==> config.mk <==
export PLATFORM = sky130hd
export DESIGN_NAME = ifu_fetch_flat
export DESIGN_NICKNAME = d
export VERILOG_FILES = /design/src/rtl/cpu_pkg.sv /design/src/rtl/ifu_fetch_if.sv /design/src/rtl/ifu_fetch_pc_reg.sv /design/src/rtl/ifu_fetch.sv /design/src/flat_wrapper.sv
export SDC_FILE = /design/constraint.sdc
export NUM_CORES = 1
export LEC_CHECK = 0
export BUFFER_PORTS_ARGS = -buffer_cell sky130_fd_sc_hd__buf_4
export CORE_AREA = 8 8 106 108
export DETAILED_ROUTE_END_ITERATION = 8
export DIE_AREA = 0 0 114 116
export MAX_ROUTING_LAYER = met4
export PLACE_DENSITY_LB_ADDON = 0.25
export RECOVER_POWER = 50
export SLEW_MARGIN = 30
export SYNTH_ARGS = -nofsm -noshare
export SYNTH_HDL_FRONTEND = slang
export SYNTH_SLANG_ARGS = --single-unit
==> constraint.sdc <==
create_clock -name clk -period 2.2 [get_ports clk]
set_input_delay 0.44 -clock clk [delete_from_list [all_inputs] [get_ports clk]]
set_output_delay 0.44 -clock clk [all_outputs]
set_load 0.1 [all_outputs]
==> src/rtl/cpu_pkg.sv <==
// rtl/cpu_pkg.sv - shared CPU constants and the fetch-stage state encoding
package cpu_pkg;

    localparam logic [31:0] RESET_PC_DEFAULT = 32'h0000_3000;
    localparam logic [31:0] NOP_INST         = 32'h0000_0000;

    typedef enum logic [1:0] {
        S_REQ  = 2'd0,
        S_WAIT = 2'd1,
        S_HOLD = 2'd2,
        S_ERR  = 2'd3
    } fetch_state_e;

endpackage

==> src/rtl/ifu_fetch_if.sv <==
// rtl/ifu_fetch_if.sv - instruction-memory and decode handshakes of the fetch stage
interface ifu_fetch_if;

    logic        imem_req;
    logic [31:0] imem_addr;
    logic        imem_gnt;
    logic        imem_rvalid;
    logic [31:0] imem_rdata;
    logic [31:0] inst_out;
    logic        inst_valid;
    logic        inst_ready;

    modport master (
        output imem_req, imem_addr, inst_out, inst_valid,
        input  imem_gnt, imem_rvalid, imem_rdata, inst_ready
    );

    modport slave (
        input  imem_req, imem_addr, inst_out, inst_valid,
        output imem_gnt, imem_rvalid, imem_rdata, inst_ready
    );

endinterface

==> src/rtl/ifu_fetch_pc_reg.sv <==
// rtl/ifu_fetch_pc_reg.sv - enable register with synchronous active-low reset value
module pc_reg #(
    parameter int           W         = 32,
    parameter logic [W-1:0] RESET_VAL = '0
) (
    input  logic         clk,
    input  logic         rst_n,
    input  logic         en,
    input  logic [W-1:0] d,
    output logic [W-1:0] q
);

    always_ff @(posedge clk) begin
        if (!rst_n) begin
            q <= RESET_VAL;
        end else if (en) begin
            q <= d;
        end
    end

endmodule

==> src/rtl/ifu_fetch.sv <==
// rtl/ifu_fetch.sv - fetch stage owning the PC; IFU_ALIGN_CHK_EN enables misaligned-PC trapping
module ifu_fetch
    import cpu_pkg::*;
#(
    parameter logic [31:0] RESET_PC = RESET_PC_DEFAULT,
    parameter int          ADDR_W   = 32
) (
    input  logic              clk,
    input  logic              rst_n,
    output logic [ADDR_W-1:0] pc_out,
    input  logic [ADDR_W-1:0] npc_in,
    output logic              fetch_err,
    ifu_fetch_if.master       bus
);

    fetch_state_e      state_q;
    logic [ADDR_W-1:0] pc_q;
    logic [31:0]       inst_q;
    logic              valid_q;
    logic              consume;

    // The PC only moves when decode takes the held instruction, so the
    // next-PC logic always evaluates against a stable value.
    assign consume = (state_q == S_HOLD) && bus.inst_ready;

    pc_reg #(
        .W         (ADDR_W),
        .RESET_VAL (RESET_PC)
    ) u_pc_reg (
        .clk   (clk),
        .rst_n (rst_n),
        .en    (consume),
        .d     (npc_in),
        .q     (pc_q)
    );

`ifdef IFU_ALIGN_CHK_EN
    logic err_q;
    assign fetch_err = err_q;
`else
    assign fetch_err = 1'b0;
`endif

    always_ff @(posedge clk) begin
        if (!rst_n) begin
            state_q <= S_REQ;
            inst_q  <= NOP_INST;
            valid_q <= 1'b0;
`ifdef IFU_ALIGN_CHK_EN
            err_q   <= 1'b0;
`endif
        end else begin
            case (state_q)
                S_REQ: begin
                    if (bus.imem_gnt) begin
                        if (bus.imem_rvalid) begin
                            inst_q  <= bus.imem_rdata;
                            valid_q <= 1'b1;
                            state_q <= S_HOLD;
                        end else begin
                            state_q <= S_WAIT;
                        end
                    end
                end
                S_WAIT: begin
                    if (bus.imem_rvalid) begin
                        inst_q  <= bus.imem_rdata;
                        valid_q <= 1'b1;
                        state_q <= S_HOLD;
                    end
                end
                S_HOLD: begin
                    if (bus.inst_ready) begin
                        valid_q <= 1'b0;
`ifdef IFU_ALIGN_CHK_EN
                        if (npc_in[1:0] != 2'b00) begin
                            err_q   <= 1'b1;
                            state_q <= S_ERR;
                        end else begin
                            state_q <= S_REQ;
                        end
`else
                        state_q <= S_REQ;
`endif
                    end
                end
`ifdef IFU_ALIGN_CHK_EN
                S_ERR: state_q <= S_ERR;
`endif
                default: state_q <= S_REQ;
            endcase
        end
    end

    assign pc_out         = pc_q;
    assign bus.imem_req   = (state_q == S_REQ);
    assign bus.imem_addr  = pc_q;
    assign bus.inst_out   = inst_q;
    assign bus.inst_valid = valid_q;

endmodule

==> src/flat_wrapper.sv <==
// flat-port wrapper written by rule: the top's interface ports become plain ports
module ifu_fetch_flat import cpu_pkg::*;
#(
    parameter logic [31:0] RESET_PC = RESET_PC_DEFAULT,
    parameter int          ADDR_W   = 32
)
  (clk, rst_n, pc_out, npc_in, fetch_err, bus_imem_req, bus_imem_addr, bus_inst_out, bus_inst_valid, bus_imem_gnt, bus_imem_rvalid, bus_imem_rdata, bus_inst_ready);
  ifu_fetch_if bus_i ();
  input  logic clk;
  input  logic rst_n;
  output logic [ADDR_W-1:0] pc_out;
  input  logic [ADDR_W-1:0] npc_in;
  output logic fetch_err;
  output wire logic [$bits(bus_i.imem_req)-1:0] bus_imem_req;
  output wire logic [$bits(bus_i.imem_addr)-1:0] bus_imem_addr;
  output wire logic [$bits(bus_i.inst_out)-1:0] bus_inst_out;
  output wire logic [$bits(bus_i.inst_valid)-1:0] bus_inst_valid;
  input wire logic [$bits(bus_i.imem_gnt)-1:0] bus_imem_gnt;
  input wire logic [$bits(bus_i.imem_rvalid)-1:0] bus_imem_rvalid;
  input wire logic [$bits(bus_i.imem_rdata)-1:0] bus_imem_rdata;
  input wire logic [$bits(bus_i.inst_ready)-1:0] bus_inst_ready;
  assign bus_imem_req = bus_i.imem_req;
  assign bus_imem_addr = bus_i.imem_addr;
  assign bus_inst_out = bus_i.inst_out;
  assign bus_inst_valid = bus_i.inst_valid;
  assign bus_i.imem_gnt = bus_imem_gnt;
  assign bus_i.imem_rvalid = bus_imem_rvalid;
  assign bus_i.imem_rdata = bus_imem_rdata;
  assign bus_i.inst_ready = bus_inst_ready;
  ifu_fetch #(.RESET_PC(RESET_PC), .ADDR_W(ADDR_W)) u_core (.clk(clk), .rst_n(rst_n), .pc_out(pc_out), .npc_in(npc_in), .fetch_err(fetch_err), .bus(bus_i));
endmodule
==> impl_metrics.prom <==
# TYPE chip_impl_metric gauge
chip_impl_metric{name="fin_worst_skew",unit="ps"} 8.62
chip_impl_metric{name="total_iterations_of_the_first_detailed_routing_run",unit=""} 4
chip_impl_metric{name="drt.antenna.violating_nets",unit=""} 0
chip_impl_info{name="run_status",value="completed"} 1
chip_impl_metric{name="fin_crit_sh",unit="%"} 72.9
chip_impl_metric{name="drive_gt1_share",unit="%"} 41.1
chip_impl_metric{name="ir_worst_vdd",unit="V"} 0.000345
chip_impl_metric{name="synth_area_per_cell",unit="um^2"} 8.69
chip_impl_metric{name="cts_resized",unit=""} 0
chip_impl_metric{name="number_of_levels_the_h_tree_was_split_into",unit=""} 3
chip_impl_metric{name="yosys.area_share.xor_xnor",unit="%"} 0
chip_impl_info{name="critical_path.top_delay_family",value="buffers and inverters"} 1
chip_impl_metric{name="place.gp.congestion",unit=""} 0.735
chip_impl_metric{name="start_util",unit="%"} 29.5
chip_impl_metric{name="netlist_instances",unit=""} 324
chip_impl_metric{name="synth_mux_area_share",unit="%"} 12.1
chip_impl_metric{name="vias_per_cell",unit=""} 4.17
chip_impl_metric{name="global_route.usage.total",unit="%"} 11.5
chip_impl_metric{name="postCtsSetupRepairBufs",unit=""} 0
chip_impl_metric{name="synth_simple_gate_area_share",unit="%"} 20.1
chip_impl_metric{name="p_leak",unit="uW"} 0.00191
chip_impl_metric{name="cts_sinks",unit=""} 67
chip_impl_metric{name="max_slew_margin",unit="%"} 44.1
chip_impl_metric{name="cp_data_arrival_time",unit="ps"} 1160
chip_impl_info{name="cts_root_buf",value="clkbuf_8"} 1
chip_impl_metric{name="timing.final.setup_violations",unit=""} 0
chip_impl_metric{name="critPathRequiredTime",unit="ps"} 1760
chip_impl_metric{name="clk_latency",unit="ps"} 340
chip_impl_metric{name="fp.coreArea",unit="mm^2"} 0.00955
chip_impl_metric{name="std_cell_rows",unit=""} 36
chip_impl_metric{name="yosys.cell_types.count",unit=""} 20
chip_impl_metric{name="setup_total_negative_slack",unit="ps"} 0
chip_impl_metric{name="critical_path.max_stage_delay",unit="ps"} 470
chip_impl_metric{name="adder_cell_area_share_of_the_yosys_netlist",unit="%"} 0
chip_impl_metric{name="grt_start_max_net_pins",unit=""} 50
chip_impl_metric{name="postCtsHoldBufs",unit=""} 0
chip_impl_metric{name="max-cap-violations",unit=""} 0
chip_impl_metric{name="syn_to_final_growth",unit="%"} 43.9
chip_impl_metric{name="die_w",unit="um"} 114
chip_impl_info{name="hold_path_startpoint",value="bus_imem_rvalid"} 1
chip_impl_metric{name="holdPathStages",unit=""} 2
chip_impl_metric{name="drc",unit=""} 0
chip_impl_metric{name="hold_viol_final",unit=""} 0
chip_impl_info{name="tritoncts",value="done"} 1
chip_impl_info{name="timing.critical_path.slowest_stage_cell",value="clkbuf_2"} 1
chip_impl_metric{name="achievable-frequency",unit="GHz"} 0.624
chip_impl_info{name="timing.critical_path.from_type",value="flop"} 1
chip_impl_metric{name="grt_antenna_before_repair",unit=""} 0
chip_impl_metric{name="synthesis.nets",unit=""} 393
chip_impl_metric{name="cts-buffers-inserted",unit=""} 9
chip_impl_metric{name="dp_hpwl",unit="mm"} 5.91
chip_impl_metric{name="height_of_the_die",unit="um"} 116
chip_impl_metric{name="max_slew.worst_pin.slew",unit="ps"} 838
chip_impl_metric{name="r2r_slack",unit="ps"} 620
chip_impl_info{name="worstPathCellList",value="clkbuf_2"} 1
chip_impl_info{name="worstReg2RegStart",value="u_core.state_q[0]"} 1
chip_impl_metric{name="cp_num_buf_inv",unit=""} 1
chip_impl_info{name="worstHoldPathType",value="in -> reg"} 1
chip_impl_metric{name="worst_setup_hold_path_clk_slew",unit="ps"} 80
chip_impl_metric{name="yosys_warnings",unit=""} 0
chip_impl_metric{name="worst-path-max-fanout",unit=""} 3
chip_impl_info{name="critical_register_to_register_path_endpoint",value="u_core.u_pc_reg.q[13]"} 1
chip_impl_metric{name="grt_pass1_wl",unit="mm"} 11.7
chip_impl_metric{name="io_pins",unit=""} 168
chip_impl_info{name="endpoint_kind",value="output pin"} 1
chip_impl_metric{name="grt_pass1_vias",unit=""} 2477
chip_impl_metric{name="place.port_buffers",unit=""} 166
chip_impl_metric{name="cts_max_path_buffers",unit=""} 2
chip_impl_metric{name="avgRoutedWirePerCell",unit="um"} 13.2
chip_impl_info{name="worstHoldEndpoint",value="u_core.state_q[0]"} 1
chip_impl_info{name="synth_top_family_by_area",value="simple AND/OR/NAND/NOR gates"} 1
chip_impl_metric{name="maxSlewViolCount",unit=""} 0
chip_impl_metric{name="layout.filler_cells",unit=""} 992
chip_impl_metric{name="drtIter0Drc",unit=""} 117
chip_impl_metric{name="globalRoute.totalOverflow",unit=""} 0
chip_impl_metric{name="ys_ff_latch",unit=""} 67
chip_impl_metric{name="syn_area",unit="mm^2"} 0.00281
chip_impl_info{name="critical_path_class",value="reg -> out"} 1
chip_impl_info{name="grt_setup_unrepaired",value="no"} 1
chip_impl_metric{name="power_density",unit="mW/mm^2"} 837
chip_impl_metric{name="drt-total-wl",unit="mm"} 7.74
chip_impl_metric{name="total_number_of_vias",unit=""} 2443
chip_impl_metric{name="antennaDiodeCount",unit=""} 0
chip_impl_metric{name="final.hold.worst_slack",unit="ps"} 268
chip_impl_metric{name="ys_seq_area_share",unit="%"} 47.7
chip_impl_metric{name="die_area",unit="mm^2"} 0.0132
chip_impl_metric{name="worstRegToRegCells",unit=""} 4
chip_impl_metric{name="final_period_minus_worst_setup_slack",unit="ps"} 1600
chip_impl_metric{name="synth_compound_area_share",unit="%"} 5.87
chip_impl_metric{name="finalNetCount",unit=""} 517
==> cells by family (layout without fill, tap and decap cells) <==
| family | after synthesis | in the layout |
|---|---|---|
| and+or+nand+nor | 133 | 133 |
| DFF | 67 | 67 |
| buffers and inverters | 57 | 186 |
| muxes | 34 | 34 |
| AOI/OAI and AO/OA | 32 | 32 |
| other | 1 | 1 |
==> cell type report <==
class	instances	area, um^2	area share, %
clock inverter	3	67.6	1.67
timing repair buffer	170	1230	30.4
clock buffer	13	179	4.42
sequential	67	1340	33.1
multi-input combinational	200	1060	26.3
tap	133	166	4.11
==> report_power, final <==
| part | internal (uW) | switching (uW) | leakage [uW] | total (uW) |
|---|---|---|---|---|
| logic | 205 | 659 | 0.00125 | 864 |
| registers | 1270 | 33.1 | 0.000546 | 1300 |
| clock network | 763 | 464 | 0.000122 | 1230 |
==> layer usage <==
metal  up-vias  global-route usage, %  share of wire, %
met5         -                      -                 0
met4         0                   5.06              0.90
met3         5                   5.47                12
met2       115                   17.2                43
met1      1050                   12.9                44
li1       1273                      -                 -
==> how the worst max path moves through the flow <==
stage | from | to | slack, ps | depth (start not counted)
after floorplan | u_core.state_q[1] | bus_imem_req | 150 | 1
after global placement | bus_inst_ready | u_core.u_pc_reg.q[13] | 680 | 5
after detailed placement | bus_inst_ready | u_core.u_pc_reg.q[13] | 680 | 5
after CTS | u_core.state_q[1] | bus_imem_req | 590 | 2
after global routing | u_core.state_q[1] | u_core.u_pc_reg.q[13] | 380 | 4
final | u_core.u_pc_reg.q[6] | pc_out[6] | 600 | 1
==> registers in the layout, summed over array words and instances (netlist names) <==
signal / count
u_core.bus.inst_out: 32
u_core.state_q: 2
u_core.bus.inst_valid: 1
u_core.u_pc_reg.q: 32
==> Yosys cell counts, drive strengths merged <==
cell type	instances	area [um^2]
o21ai	30	150
buf	49	369
nand3b	1	11.3
o21a	2	15.0
and2	1	6.26
conb	1	3.75
nor2	2	7.51
dfxtp	67	1340
nand2	96	360
mux2i	34	340
nand3	30	150
clkbuf	8	30.0
nor4b	1	8.76
nor3b	2	20.0
==> cell usage in the layout, fill, tap and decap left out, drive strengths merged, types with 2 or more instances in the layout <==
cell      n
nor3b     2
clkbuf   51
nor2      2
mux2i    34
bufinv    2
nand2    96
buf     132
o21ai    30
nand3    30
dfxtp    67
o21a      2
==> metrics by stage <==
step / instances / setup slack, ps / utilization [%] / area [um^2] / total power, uW
CTS: 586 / 586 / 43.6 / 4160 / 3480
finish: 586 / 597 / 42.4 / 4050 / 3390
floorplan: 324 / 152 / - / 2810 / 2020
global placement: 570 / 678 / 41.0 / 3910 / 2220
global route: 586 / 381 / 42.4 / 4050 / 3540
detailed placement: 570 / 681 / 41.0 / 3910 / 2230
Power figures use the tool's default switching activity.
